$ cat src/rtl/canvas_pkg.sv
// Shared canvas constants, FSM state encoding and read-tag payload for the
// canvas_reader block.
package canvas_pkg;

    localparam int unsigned CANVAS_WIDTH  = 320;
    localparam int unsigned CANVAS_HEIGHT = 240;
    localparam int unsigned ADDR_W        = 17;
    localparam int unsigned COLOR_W       = 3;
    localparam int unsigned X_W           = 9;
    localparam int unsigned Y_W           = 8;

    typedef enum logic [1:0] {
        IDLE   = 2'd0,
        SCAN   = 2'd1,
        DRAIN  = 2'd2,
        FINISH = 2'd3
    } state_t;

    // One outstanding RAM read: the pixel it belongs to and whether it is real.
    typedef struct packed {
        logic           valid;
        logic [X_W-1:0] x;
        logic [Y_W-1:0] y;
    } tag_t;

endpackage

$ cat src/rtl/canvas_reader_tag_pipe.sv
// Fixed-depth shift register carrying pixel tags alongside the RAM read
// latency, so each tag leaves the pipe on the edge its read data is valid.
// Ports:
//   clock, reset : clock and async active-high reset (clears all stages)
//   issue        : tag entering stage 0 every edge
//   retire       : tag leaving the last stage
//   occupied_c   : any stage holds a valid tag (combinational OR of stages)
module canvas_reader_tag_pipe
    import canvas_pkg::*;
#(
    parameter int unsigned DEPTH = 2
)(
    input  logic clock,
    input  logic reset,
    input  tag_t issue,
    output tag_t retire,
    output logic occupied_c
);

    tag_t stage [DEPTH];

    // Shift one stage per edge; stage 0 always takes the new tag.
    always_ff @(posedge clock or posedge reset) begin
        if (reset) begin
            for (int i = 0; i < DEPTH; i++) begin
                stage[i] <= '0;
            end
        end else begin
            stage[0] <= issue;
            for (int i = 1; i < DEPTH; i++) begin
                stage[i] <= stage[i-1];
            end
        end
    end

    assign retire = stage[DEPTH-1];

    always_comb begin
        occupied_c = 1'b0;
        for (int i = 0; i < DEPTH; i++) begin
            occupied_c = occupied_c | stage[i].valid;
        end
    end

endmodule

$ cat src/rtl/canvas_reader.sv
// Scans the canvas RAM once per start request in raster order and streams
// each pixel to the VGA adapter with its coordinates.
// Ports:
//   clock, reset : single clock, async active-high reset
//   start        : frame request, honoured only in IDLE
//   enable       : issue gate for new reads during the scan
//   q            : canvas RAM read data (READ_LATENCY edges after addr)
//   addr         : canvas RAM read address (y*WIDTH + x)
//   VGA_X/VGA_Y  : pixel coordinates, valid with plot
//   VGA_COLOR    : pixel colour, valid with plot
//   plot         : one pixel presented this cycle
//   busy         : frame in progress (not during the done cycle)
//   done         : one-cycle pulse after the final pixel
module canvas_reader
    import canvas_pkg::*;
#(
    parameter int unsigned WIDTH        = CANVAS_WIDTH,
    parameter int unsigned HEIGHT       = CANVAS_HEIGHT,
    parameter int unsigned READ_LATENCY = 2
)(
    input  logic               clock,
    input  logic               reset,
    input  logic               start,
    input  logic               enable,
    input  logic [COLOR_W-1:0] q,
    output logic [ADDR_W-1:0]  addr,
    output logic [X_W-1:0]     VGA_X,
    output logic [Y_W-1:0]     VGA_Y,
    output logic [COLOR_W-1:0] VGA_COLOR,
    output logic               plot,
    output logic               busy,
    output logic               done
);

    localparam logic [X_W-1:0] X_LAST = X_W'(WIDTH - 1);
    localparam logic [Y_W-1:0] Y_LAST = Y_W'(HEIGHT - 1);

    state_t              state;
    state_t              state_next;
    logic [ADDR_W-1:0]   addr_next;
    logic [X_W-1:0]      x_cnt;
    logic [X_W-1:0]      x_next;
    logic [Y_W-1:0]      y_cnt;
    logic [Y_W-1:0]      y_next;
    logic                busy_next;
    logic                done_next;
    tag_t                issue_tag;
    tag_t                retire_tag;
    logic                pipe_occupied_c;

    // State register.
    always_ff @(posedge clock or posedge reset) begin
        if (reset) begin
            state <= IDLE;
        end else begin
            state <= state_next;
        end
    end

    // Next state, issue counters and tag to push.
    always_comb begin
        state_next      = state;
        addr_next       = addr;
        x_next          = x_cnt;
        y_next          = y_cnt;
        issue_tag.valid = 1'b0;
        issue_tag.x     = x_cnt;
        issue_tag.y     = y_cnt;

        case (state)
            IDLE: begin
                if (start) begin
                    state_next = SCAN;
                    addr_next  = '0;
                    x_next     = '0;
                    y_next     = '0;
                end
            end
            SCAN: begin
                if (enable) begin
                    issue_tag.valid = 1'b1;
                    // The last pixel parks addr so the RAM keeps a legal address.
                    if (x_cnt == X_LAST && y_cnt == Y_LAST) begin
                        state_next = DRAIN;
                    end else begin
                        addr_next = addr + ADDR_W'(1);
                        if (x_cnt == X_LAST) begin
                            x_next = '0;
                            y_next = y_cnt + Y_W'(1);
                        end else begin
                            x_next = x_cnt + X_W'(1);
                        end
                    end
                end
            end
            DRAIN: begin
                if (!pipe_occupied_c) begin
                    state_next = FINISH;
                end
            end
            FINISH: begin
                state_next = IDLE;
            end
            default: begin
                state_next = IDLE;
            end
        endcase

        busy_next = (state_next == SCAN) || (state_next == DRAIN);
        done_next = (state_next == FINISH);
    end

    // Issue counters and status flags.
    always_ff @(posedge clock or posedge reset) begin
        if (reset) begin
            addr  <= '0;
            x_cnt <= '0;
            y_cnt <= '0;
            busy  <= 1'b0;
            done  <= 1'b0;
        end else begin
            addr  <= addr_next;
            x_cnt <= x_next;
            y_cnt <= y_next;
            busy  <= busy_next;
            done  <= done_next;
        end
    end

    canvas_reader_tag_pipe #(
        .DEPTH (READ_LATENCY)
    ) u_tag_pipe (
        .clock      (clock),
        .reset      (reset),
        .issue      (issue_tag),
        .retire     (retire_tag),
        .occupied_c (pipe_occupied_c)
    );

    // A retiring tag pairs with the RAM data present on the same edge.
    always_ff @(posedge clock or posedge reset) begin
        if (reset) begin
            plot      <= 1'b0;
            VGA_X     <= '0;
            VGA_Y     <= '0;
            VGA_COLOR <= '0;
        end else begin
            plot <= retire_tag.valid;
            if (retire_tag.valid) begin
                VGA_X     <= retire_tag.x;
                VGA_Y     <= retire_tag.y;
                VGA_COLOR <= q;
            end
        end
    end

endmodule

$ cat config.mk
export PLATFORM = sky130hd
export DESIGN_NAME = canvas_reader
export DESIGN_NICKNAME = d
export VERILOG_FILES = /design/src/rtl/canvas_pkg.sv /design/src/rtl/canvas_reader_tag_pipe.sv /design/src/rtl/canvas_reader.sv
export SDC_FILE = /design/constraint.sdc
export NUM_CORES = 1
export LEC_CHECK = 0
export BUFFER_PORTS_ARGS = -buffer_cell sky130_fd_sc_hd__buf_2
export CAP_MARGIN = 25
export CORE_UTILIZATION = 30
export CTS_BUF_LIST = sky130_fd_sc_hd__clkbuf_4
export CTS_CLUSTER_SIZE = 16
export DETAILED_ROUTE_END_ITERATION = 6
export PLACE_DENSITY = 0.57
export SLEW_MARGIN = 10
export SYNTH_ARGS = -nofsm -noshare
export SYNTH_HDL_FRONTEND = slang
export SYNTH_SLANG_ARGS = --single-unit
$ cat constraint.sdc
create_clock -name clock -period 3 [get_ports clock]
set_input_delay 0.45 -clock clock [delete_from_list [all_inputs] [get_ports clock]]
set_output_delay 0.45 -clock clock [all_outputs]
set_load 0.005 [all_outputs]
Yosys cells after proc, flatten, opt, wreduce, memory -nomap -nowiden --
Cells that the tools add are included.
Cells by class: add/sub/neg operators 3, multipliers 0, div/mod/pow operators 0, $lt $le $gt $ge 0, equal/unequal tests 12, shifts and indexed selects 0, multiplexer cells 21, bitwise gates (word level) 1, reductions and logical operators 6
Operator list (count):
- two-way mux 17 bit | 3
- two-way mux 9 bit | 4
- one-hot mux 17 bit (2 select lines) | 1
- two-way mux 8 bit | 4
- one-hot mux 9 bit (2 select lines) | 1
- adder 17 x 1 -> 17 bit (second input constant) | 1
- one-hot mux 8 bit (2 select lines) | 1
- adder 9 x 1 -> 9 bit (second input constant) | 1
- == test 9 bit (second input constant) | 1
- adder 8 x 1 -> 8 bit (second input constant) | 1
- == test 2 bit (second input constant) | 4
- == test 8 bit (second input constant) | 1
- two-way mux 2 bit | 4
- inequality test 2 bit (second input constant) | 4
- one-hot mux 2 bit (4 select lines) | 1
- AND reduction 5 bit | 1
- == test 2 x 1 -> 1 bit (second input constant) | 2
- AND reduction 4 bit | 1
- zero test 2 bit | 1
- two-way mux 1 bit | 2
- nonzero test 2 bit | 1
- logical AND 1 bit | 1
- logical OR 1 bit | 1
- OR 1 bit | 1
Storage, ports and cells: flip-flop bits (word level) 95, bits in latches 0, bits in writable memories 0, ROM bits 0, input bits 7, memories kept 0

Depth between registers and ports, before layout --
Gate-level depths: netlist of the first run.
word-level depth 7, depth in mapped cells 8, gate-level depth less buffers 7

By module --
A second synthesis of the first run with hierarchy kept.
Second synthesis, totals: cell total of the unflattened synthesis 312, area total of the unflattened synthesis 3853.7 sq um
By module, submodules not included:
- canvas_reader | times used 1, cells an instance 256, area an instance 2807.7 sq um
- canvas_reader_tag_pipe | times used 1, cells an instance 56, area an instance 1046.0 sq um

Worst setup path before layout of the first run --
Ideal clock, no wire load.
kind reg2reg, start reg x_cnt[0], end reg busy, library setup time 0.126 ns, arrival time 1.899 ns, required time 2.874 ns, setup slack 0.976 ns, stages on the path, launching flop included 9, clock period less this slack 2.024 ns, cells stage by stage dfrtp_1 > ha_1 > nand4b_4 > nor4_4 > buf_4 > a21oi_1 > nor2_1 > a21oi_1 > ha_1
On the way: word-level cells in the longest chain between the ends 7
Ends and longest elaborated chain:
- start, declared | line canvas_reader.sv:41 | logic [X_W-1:0] x_cnt;
- start signal, assigned | line canvas_reader.sv:123 | x_cnt <= x_next;
- == test 9 bit * | line canvas_reader.sv:83 | if (x_cnt == X_LAST && y_cnt == Y_LAST) begin
- logical AND 1 bit * | line canvas_reader.sv:83
- two-way mux 2 bit * | line canvas_reader.sv:83
- two-way mux 2 bit * | line canvas_reader.sv:80 | if (enable) begin
- one-hot mux 2 bit (4 select lines) * | line canvas_reader.sv:70 | case (state)
- net state_next[0] | line canvas_reader.sv:39 | state_t state_next;
- == test 2 x 1 -> 1 bit or == test 2 bit (tied branches) | line canvas_reader.sv:109 | busy_next = (state_next == SCAN) || (state_next == DRAIN);
- logical OR 1 bit * | line canvas_reader.sv:109
- net busy_next | line canvas_reader.sv:45 | logic busy_next;
- end signal, assigned | line canvas_reader.sv:125 | busy <= busy_next;
- end, declared | line canvas_reader.sv:31 | output logic busy,
Mark *: on every way through the listed nets, which the timed path passes. The rest lies on a longest branch. A chain may end at the register's enable or synchronous reset.

Worst setup path in the final report of the first run --
Ends and elaborated chain as after synthesis.

==> out/metrics.cfg, run 1 <==
[cts]
cts_sinks = 95
cts_tree = built
cts_setup_buffers = 0
clk_pin_slew_ns = 0.14
cts-hold-fix-buffers = 0
cts_buffers = 9
clock_path_buffers = 2
insertion_delay_ns = 0.46
clock-root-buffer = clkbuf_4
cts_resized = 0
cts-htree-levels = 3

[sta]
slew_headroom_pct = 49.70
hold_viol = 0
worst_pin_slew_ns = 0.7510
setup_viol = 0
final-max-slew-violation-count = 0
tns_ns = 0
fmax_mhz = 465.6
finalCriticalPeriod_ns = 2.148
period_share_pct = 71.60
skew_ns = 0.01814
rsz0062_at_grt = false

[power]
p_per_area_nw_per_um2 = 570.0
p_comb_share_pct = 11.9
switching_share_pct = 28.73
p_sw_w = 0.0007174
vdd_drop_max_v = 0.0003273
leakage_nw = 2.066
p_int_w = 0.001780
seqPwrFrac_pct = 64.0
clkPwrFrac_pct = 24.1

[placement]
dp.cells = 517
place_congestion = 0.8150
port_buffers = 46
hpwl_mm = 4.972

[layout]
regArea_um2 = 2377
multi_input_comb_area_um2 = 1359
finalNonFillerCells = 534
nets = 372
drive_gt1_share_pct = 28.69
diodes = 0
areaGrowthSynthToFinish_pct = 15.09
fillers = 1277

[synth]
syn_nets = 317
ys_seq_area_share_pct = 62.46
synth_compound_area_share_pct = 12.26
synthCells = 306
synth_xor_xnor_area_share_pct = 1.841
ys_types = 51
yosys_warnings = 0
synth_seq_cells = 95
synthArstFlopShare_pct = 100.0
synth.avg_cell_area_um2 = 12.44
synth_flop_cell = dfrtp_1
yosys.area_share.simple_pct = 13.54
synth_edf_count = 0
synth_fa_ha_area_share_pct = 1.315
synth.mux.area_fraction_pct = 6.739
synth_top_family_by_area = simple AND/OR/NAND/NOR gates
netlist_area_um2 = 3806

[die]
coreArea_um2 = 12210
row_count = 40
die_x_um = 114.6
io_pins = 47
dieHeight_um = 114.6
dieArea_um2 = 13140
initial_core_util_pct = 31.17

[critical_path]
critPathKind = flop to flop
crit_start = x_cnt[0]$_DFFE_PP0P_
cp_slowest_stage_delay_ns = 0.46
cpLargestDelayFamily = adder cells
path_cells = ha_1 -> nand4b_4 -> nor4_4 -> buf_4 -> a21oi_1 -> nor2_1 -> a21oi_1 -> ha_1
crit_arrival_ns = 2.49
reg2reg_from = x_cnt[0]$_DFFE_PP0P_
crit_fanout = 12
start_kind = flop
timing.critical_path.buf_inv = 1
slowest_stage = dfrtp_1
cp.required_ns = 3.34
critPathCaptureType = flop

[global_routing]
antenna_found_initial = 0
grt_overflow = 0
grt_pass1_vias = 2545
grt_use_total_pct = 12.23
grt_max_degree = 96
grt_pass1_wl_mm = 12.44

[detailed_routing]
ant_nets = 0
drc_errors = 0
first_pass_iters = 4
dr.first_iter.drc_count = 178
vias_per_cell = 4.807
routedWlPerCell_um = 13.84
routed_wl_mm = 7.391
vias = 2567

[run_status]
outcome = complete, no violations

[flow_run]
max_cap_viol_count = 0

[min_path]
hold_path_class = primary input to asynchronous set/reset pin

==> synth_stat cells, types with 2 or more instances <==
library cell | number | area (um^2)
nor2_1 | 25 | 93.84
or3_1 | 3 | 18.77
ha_1 | 4 | 50.05
nand2_1 | 19 | 71.32
mux2i_1 | 2 | 20.02
nand3_1 | 17 | 85.08
mux2_2 | 21 | 236.5
inv_1 | 8 | 30.03
a21o_1 | 2 | 15.01
nand2b_1 | 3 | 18.77
nand4_1 | 3 | 18.77
a211oi_2 | 5 | 62.56
clkbuf_1 | 4 | 15.01
buf_2 | 2 | 10.01
o21ai_0 | 25 | 125.1
a21oi_1 | 12 | 60.06
nand4b_1 | 2 | 17.52
o31ai_1 | 6 | 45.04
a31oi_1 | 2 | 12.51
buf_4 | 2 | 15.01
nor3_1 | 3 | 15.01
a22o_1 | 2 | 17.52
dfrtp_1 | 95 | 2377
xnor2_1 | 8 | 70.07
and3_1 | 4 | 25.02
a31o_2 | 2 | 17.52
==> cells in the final DEF (no fill, tap or decap), types with 2 or more instances in the layout <==
cell type	netlist	routed
nor3_1	3	3
nand2b_1	3	3
a31oi_1	2	2
buf_2	2	46
clkinv_2	0	2
and3_1	4	4
nand4_1	3	3
dfrtp_1	95	95
a211oi_2	5	5
or3_1	3	3
nand3_1	17	17
a22o_1	2	2
a31o_2	2	2
a21oi_1	12	12
nand2_1	19	19
a21o_1	2	2
buf_4	2	5
xnor2_1	8	8
clkinv_4	0	3
mux2_2	21	21
nor2_1	25	25
o21ai_0	25	25
o31ai_1	6	6
clkbuf_4	0	9
ha_1	4	4
mux2i_1	2	2
inv_1	8	7
clkinv_1	0	2
nand4b_1	2	2
==> kinds of logic (layout without fill, tap and decap cells) <==
kind of cell             after synthesis  in the layout
AO/OA/AOI/OAI                         67             67
XOR/XNOR                               8              8
adder cells (fa/ha/maj)                4              4
buffers and inverters                 16             76
flip-flops                            95             95
multiplexers                          23             23
AND/OR/NAND/NOR                       93             93
==> worst min-delay path, cell delays in order <==
cell and delay (ns):
buf_2 0.10, clkinv_2 0.05, buf_12 0.38
==> layout make-up <==
type / instances / share of cell area [%]
inverter: 8 / 0.7141
multi-input combinational: 195 / 31.02
clock buffer: 9 / 1.542
timing repair buffer: 52 / 6.570
clock inverter: 7 / 1.085
sequential: 95 / 54.27
tap: 168 / 4.799
==> stage by stage <==
stage | utilization (%) | worst slack, ns | total power [W] | cell area [um^2] | hold slack (ns)
after floorplan | - | 0.07298 | 0.001773 | 3806 | 0.3312
after global placement | 34.87 | 0.7257 | 0.001914 | 4258 | 0.3329
after detailed placement | 34.87 | 0.5758 | 0.001929 | 4258 | 0.3347
after CTS | 35.81 | 0.5399 | 0.002547 | 4373 | 0.07776
after global routing | 35.87 | 0.6325 | 0.002651 | 4380 | 0.09932
final | 35.87 | 0.8520 | 0.002497 | 4380 | 0.08193
==> metal layers <==
metal | wire, um | global-route usage (%) | vias to the layer above
met1 | 3532 | 16.04 | 1262
met3 | 403 | 3.653 | 14
met5 | 0 | 0 | -
li1 | - | - | 1211
met2 | 3307 | 18.91 | 80
met4 | 148 | 4.935 | 0
==> state kept, by name, indices dropped and copies added (netlist names), 3 cells and up <==
register           flops
VGA_COLOR              3
VGA_X                  9
VGA_Y                  8
addr                  17
u_tag_pipe.retire     18
u_tag_pipe.stage      18
x_cnt                  9
y_cnt                  8
==> worst paths after layout <==
path                                                  endpoint  slack (ns)  cells after the start
worst min-delay path                      VGA_X[3]$_DFFE_PP0P_        0.08                      3
worst min register to register  u_tag_pipe.retire[7]$_DFF_PP0_        0.36                      0
max in group asynchronous                  addr[9]$_DFFE_PP0P_        2.54                      3
worst max-delay path                            busy$_DFF_PP0_        0.85                      8
worst max register to register                  busy$_DFF_PP0_        0.85                      8
min in group clock                    VGA_COLOR[1]$_DFFE_PP0P_        0.22                      2
==> power by group through the flow <==
stage	Clock [W]	Combinational, W	Sequential (W)
final	0.000601	0.000298	0.00160
after global routing	0.000683	0.000342	0.00163
after CTS	0.000642	0.000305	0.00160
after detailed placement	0	0.000303	0.00163
after global placement	0	0.000295	0.00162
after floorplan	0	0.000175	0.00160
Power figures use the tool's default switching activity.
==> inputs of run 2 (changes only) <==
PLACE_DENSITY = 0.56   (was 0.57)
clock period = 2.2 ns   (was 3 ns; I/O delays follow)
==> run 2 against run 1 <==
- the run now ends with negative hold slack left
- worst hold slack got worse by 0.087 ns
- maximum frequency up 5.4%
- clock skew decreased by 0.00066 ns
- combinational power grew 55%
- highest routed layer unchanged
- core utilization grew 0.70 points
- critical path type unchanged
- register-to-register slack worse by 0.69 ns
- cell count up 1.9%
- routed wire length fell by 1.6%
- cell area rose by 1.9%
- sequential power rose by 34%
- non-clock buffer count grew 9
- largest cell class unchanged
- sequential share of layout area down 1.0 points
==> out/metrics.cfg, run 2 (same netlist as run 1, synthesis figures left out) <==
[run_status]
outcome = finished with violations
violations = negative hold slack

[layout]
nets = 381  ; +2.4%
drive_gt1_share_pct = 31.47  ; +2.8 points
regArea_um2 = 2377  ; unchanged
fillers = 1254  ; -1.8%
multi_input_comb_area_um2 = 1366  ; +0.55%
areaGrowthSynthToFinish_pct = 17.32
final_common_cell = dfrtp_1
final_cell_mix = dfrtp_1 (95), buf_2 (46), o21ai_0 (25), nor2_1 (24), mux2_2 (21)

[die]
row_count = 40  ; unchanged
coreArea_um2 = 12210  ; unchanged
dieArea_um2 = 13140  ; unchanged
io_pins = 47  ; unchanged
die_x_um = 114.6  ; unchanged
dieHeight_um = 114.6  ; unchanged
initial_core_util_pct = 31.17  ; unchanged

[cts]
clk_pin_slew_ns = 0.15  ; about the same
clock-root-buffer = clkbuf_4
cts_tree = built
clock_path_buffers = 2  ; unchanged
cts_sinks = 95  ; unchanged
cts_buffers = 9  ; unchanged
insertion_delay_ns = 0.44  ; -0.02 ns
cts-hold-fix-buffers = 0  ; unchanged
cts-htree-levels = 3  ; unchanged

[global_routing]
grt_overflow = 0  ; unchanged
antenna_found_initial = 1  ; +1
grt_max_degree = 96  ; unchanged
grt_use_total_pct = 12.14  ; -0.087 points
grt_pass1_vias = 2464  ; -3.2%
grt_pass1_wl_mm = 12.32  ; -1.0%

[placement]
port_buffers = 46  ; unchanged
hpwl_mm = 4.894  ; -1.6%
place_congestion = 0.8113  ; -0.45%

[detailed_routing]
routed_wl_mm = 7.272  ; -1.6%
ant_nets = 0  ; unchanged
drc_errors = 0  ; unchanged
routedWlPerCell_um = 13.37  ; -3.4%
vias = 2550  ; -0.66%
dr.first_iter.drc_count = 220  ; +24%
vias_per_cell = 4.688  ; -2.5%
first_pass_iters = 4  ; unchanged

[critical_path]
cp.required_ns = 2.57  ; -0.77 ns
crit_fanout = 13  ; +1
cp_slowest_stage_delay_ns = 0.51  ; +0.05 ns
critPathKind = flop to flop
crit_start = x_cnt[0]$_DFFE_PP0P_
path_cells = ha_1 -> nand4b_4 -> nor4_4 -> a211o_4 -> or4_1 -> a21oi_1
start_kind = flop
crit_arrival_ns = 2.40  ; -0.09 ns
slowest_stage = or4_1
reg2reg_from = x_cnt[0]$_DFFE_PP0P_
critPathCaptureType = flop

[sta]
slew_headroom_pct = 54.55  ; +4.9 points
finalCriticalPeriod_ns = 2.038  ; -0.1103 ns
worst_pin_slew_ns = 0.6786  ; -0.07244 ns
period_share_pct = 92.62  ; +21 points
final-max-slew-violation-count = 0  ; unchanged
rsz0062_at_grt = false
skew_ns = 0.01748  ; -0.0006640 ns
holdWs_ns = -0.005190  ; -0.08712 ns
hold_viol = 2  ; +2
fmax_mhz = 490.8  ; +5.4%
tns_ns = 0  ; unchanged
setup_viol = 0  ; unchanged

[flow_run]
max_cap_viol_count = 0  ; unchanged

[min_path]
hold_path_class = primary input to asynchronous set/reset pin

[power]
leakage_nw = 2.111  ; +2.2%
vdd_drop_max_v = 0.0002914  ; -11%
p_per_area_nw_per_um2 = 774.3  ; +36%

## run 2: cell count changes in the layout (fill, tap and decap cells not counted), sizes merged
cell,change
inv,+1
clkinv,-6
clkinvlp,+2
buf,+9
diode,+1
clkbuf,+3
## run 2: area by class of cell
cell class                 count  area share, %
multi-input combinational    195          30.60
tap                          168          4.707
clock buffer                  12          2.017
sequential                    95          53.24
inverter                       8         0.7565
antenna                        1        0.05604
timing repair buffer          61          7.957
clock inverter                 4         0.6725
## run 2: final timing paths
path,to,slack (ns),depth (start not counted)
min,u_tag_pipe.retire[17]$_DFF_PP0_,-0.005,3
max in group asynchronous,VGA_Y[2]$_DFFE_PP0P_,1.80,3
min in group clock,VGA_COLOR[1]$_DFFE_PP0P_,0.11,2
max,addr[6]$_DFFE_PP0P_,0.16,6
min reg2reg,u_tag_pipe.retire[6]$_DFF_PP0_,0.36,0
max reg2reg,addr[6]$_DFFE_PP0P_,0.16,6
## run 2: through the flow
stage	setup slack, ns	std cells	total power, W	util (%)	area, um^2
global placement	0.2024	526	0.002645	35.44	4328
floorplan	0.1756	306	0.002418	-	3810
detailed placement	0.1382	526	0.002660	35.44	4328
CTS	0.1139	542	0.003535	36.42	4448
global route	0.005122	544	0.003694	36.57	4466
finish	0.1624	544	0.003458	36.57	4466
## run 2: worst max-delay path: cells and delay by family (launching register included)
family / cells / cell delay (ns)
and+or+nand+nor: 3 / 0.73
AOI/OAI and AO/OA: 2 / 0.56
DFF: 1 / 0.40
adders and majority gates: 1 / 0.28
## run 2: routing by layer
metal  share of wire [%]  vias to the layer above  GRT usage [%]
li1                    -                     1223              -
met1                  46                     1237          15.94
met2                  47                       80          18.51
met3                 5.9                       10          3.547
met4                 1.6                        0          5.541
met5                   0                        -              0
## run 2: what timing repair did
action	in CTS	in global routing
setup endpoints to repair	0	2
setup buffers	0	1
resized for setup	0	2
## run 2: where the power goes
part	total [W]	switching (W)	internal, W
registers	0.00215	0.000168	0.00198
clock network	0.000843	0.000564	0.000278
logic	0.000463	0.000225	0.000238
==> inputs of run 3 (changes only) <==
CTS_BUF_LIST = default   (was sky130_fd_sc_hd__clkbuf_4)
==> run 3 against run 2 <==
- the run now ends clean
- clock skew down 0.0098 ns
- die area unchanged
- non-clock buffer count down 1
- sequential cell count unchanged
- critical path type unchanged
- sequential share of layout area down 1.5 points
- global-route usage up 0.16 points
- cell count down 0.37%
- critical path depth unchanged
- count of clock-buffer cells in the layout unchanged
==> out/metrics.cfg, run 3 (same netlist as run 1, synthesis figures left out) <==
[critical_path]
critPathKind = flop to flop
crit_start = y_cnt[0]$_DFFE_PP0P_
ff2ff_setup_slack_ns = 0.18  ; about the same
ff2ff_path_depth = 6  ; unchanged
crit_fanout = 13  ; unchanged
crit_arrival_ns = 2.28  ; -0.12 ns
start_kind = flop
cp_slowest_stage_delay_ns = 0.51  ; about the same
cp.required_ns = 2.46  ; -0.11 ns
slowest_stage = or4_1
rr_endpoint = addr[6]$_DFFE_PP0P_
crit_end = addr[6]$_DFFE_PP0P_
path_cells = ha_1 -> nand3_2 -> nor4_4 -> a211o_4 -> or4_1 -> a21oi_1
critPathCaptureType = flop
reg2reg_from = y_cnt[0]$_DFFE_PP0P_

[detailed_routing]
routedWlPerCell_um = 13.52  ; +1.1%
vias_per_cell = 4.714  ; +0.57%
ant_nets = 0  ; unchanged
routed_wl_mm = 7.326  ; +0.74%
dr.first_iter.drc_count = 174  ; -21%
vias = 2555  ; +0.20%
first_pass_iters = 4  ; unchanged
drc_errors = 0  ; unchanged

[power]
vdd_drop_max_v = 0.0005033  ; +73%
leakage_nw = 2.166  ; +2.6%
switching_share_pct = 25.61  ; -2.1 points
p_sw_w = 0.001032  ; +7.7%
seqPwrFrac_pct = 53.5  ; -8.7 points
p_int_w = 0.002997  ; +20%
clkPwrFrac_pct = 35.0  ; +11 points
p_per_area_nw_per_um2 = 876.0  ; +13%
p_comb_share_pct = 11.4  ; -2.0 points

[min_path]
hold_path_class = primary input to asynchronous set/reset pin

[cts]
insertion_delay_ns = 0.34  ; -0.10 ns
cts_sinks = 95  ; unchanged
cts_resized = 0  ; unchanged
clk_pin_slew_ns = 0.06  ; -0.09 ns
cts-hold-fix-buffers = 0  ; unchanged
clock_path_buffers = 2  ; unchanged
clock-root-buffer = clkbuf_16
cts_buffers = 9  ; unchanged
cts_setup_buffers = 0  ; unchanged
cts_tree = built
cts-htree-levels = 3  ; unchanged

[layout]
final_common_cell = dfrtp_1
final_cell_mix = dfrtp_1 (95), buf_2 (46), nor2_1 (25), o21ai_0 (25), mux2_2 (21)
drive_gt1_share_pct = 30.21  ; -1.3 points
nets = 380  ; -0.26%
areaGrowthSynthToFinish_pct = 20.84
diodes = 0  ; -1

[sta]
hold_viol = 0  ; -2
slew_headroom_pct = 54.49  ; -0.057 points
period_share_pct = 91.95  ; -0.67 points
skew_ns = 0.007703  ; -0.009776 ns
worst_pin_slew_ns = 0.6794  ; +0.0008548 ns
finalWorstSetupSlack_ns = 0.1771  ; +0.01474 ns
final-max-slew-violation-count = 0  ; unchanged
fmax_mhz = 494.3  ; +0.73%
tns_ns = 0  ; unchanged
setup_viol = 0  ; unchanged
rsz0062_at_grt = false
finalCriticalPeriod_ns = 2.023  ; -0.01474 ns

[global_routing]
grt_pass1_wl_mm = 12.41  ; +0.79%
grt_pass1_vias = 2502  ; +1.5%
antenna_found_initial = 0  ; -1
grt_overflow = 0  ; unchanged
grt_use_total_pct = 12.31  ; +0.16 points
grt_max_degree = 96  ; unchanged

[die]
row_count = 40  ; unchanged
die_x_um = 114.6  ; unchanged
dieArea_um2 = 13140  ; unchanged
coreArea_um2 = 12210  ; unchanged
initial_core_util_pct = 31.17  ; unchanged
dieHeight_um = 114.6  ; unchanged
io_pins = 47  ; unchanged

[placement]
hpwl_mm = 4.894  ; unchanged
port_buffers = 46  ; unchanged
dp_slack_ns = 0.1382  ; unchanged
place_congestion = 0.8113  ; unchanged

[run_status]
outcome = complete, no violations

[flow_run]
max_cap_viol_count = 0  ; unchanged

run 3: cell count changes in the layout (fill, tap and decap cells not counted), sizes merged:
| cell | change |
|---|---|
| buf | -1 |
| diode | -1 |
run 3: worst min path at each step:
| stage | from | endpoint | slack, ns | cells after the start |
|---|---|---|---|---|
| after floorplan | u_tag_pipe.stage[18]$_DFF_PP0_ | u_tag_pipe.retire[0]$_DFF_PP0_ | 0.33 | 0 |
| after global placement | u_tag_pipe.stage[23]$_DFF_PP0_ | u_tag_pipe.retire[5]$_DFF_PP0_ | 0.33 | 0 |
| after detailed placement | u_tag_pipe.stage[30]$_DFF_PP0_ | u_tag_pipe.retire[12]$_DFF_PP0_ | 0.33 | 0 |
| after CTS | reset | u_tag_pipe.retire[17]$_DFF_PP0_ | 0.16 | 3 |
| after global routing | reset | busy$_DFF_PP0_ | 0.17 | 3 |
| final | reset | done$_DFF_PP0_ | 0.13 | 3 |
run 3: worst max-delay path: cells and delay by family, from the launching register on:
| kind | cells | cell delay [ns] |
|---|---|---|
| flip-flops | 1 | 0.41 |
| AND/OR/NAND/NOR | 3 | 0.70 |
| AO/OA/AOI/OAI | 2 | 0.56 |
| adder cells (fa/ha/maj) | 1 | 0.27 |
run 3: area by class of cell:
| type | instances | area (um^2) |
|---|---|---|
| Sequential cell | 95 | 2377 |
| Fill cell | 1239 | 7612 |
| Tap cell | 168 | 210.2 |
| Multi-Input combinational cell | 195 | 1364 |
| Clock inverter | 4 | 30.03 |
| Timing Repair Buffer | 60 | 347.8 |
| Clock buffer | 12 | 236.5 |
| Inverter | 8 | 33.78 |
run 3: per-layer routing:
| metal | global-route usage [%] | share of wire (%) |
|---|---|---|
| met1 | 16.02 | 46 |
| met2 | 18.55 | 46 |
| met3 | 3.864 | 5.8 |
| met4 | 5.974 | 2.0 |
| met5 | 0 | 0 |
run 3: power groups by stage:
| stage | sequential, W | clock [W] | combinational (W) |
|---|---|---|---|
| floorplan | 0.00218 | 0 | 0.000239 |
| global placement | 0.00219 | 0 | 0.000458 |
| detailed placement | 0.00219 | 0 | 0.000467 |
| CTS | 0.00216 | 0.00148 | 0.000470 |
| global route | 0.00220 | 0.00154 | 0.000521 |
| finish | 0.00216 | 0.00141 | 0.000460 |
run 3: metrics by stage:
| step | cells | total power, W | area (um^2) | hold slack [ns] | utilization [%] |
|---|---|---|---|---|---|
| 2_1_floorplan | 306 | 0.002418 | 3810 | 0.3312 | - |
| 3_3_place_gp | 526 | 0.002645 | 4328 | 0.3325 | 35.44 |
| 3_5_place_dp | 526 | 0.002660 | 4328 | 0.3347 | 35.44 |
| 4_1_cts | 542 | 0.004112 | 4594 | 0.1574 | 37.62 |
| 5_1_grt | 542 | 0.004263 | 4599 | 0.1750 | 37.66 |
| 6_report | 542 | 0.004029 | 4599 | 0.1288 | 37.66 |
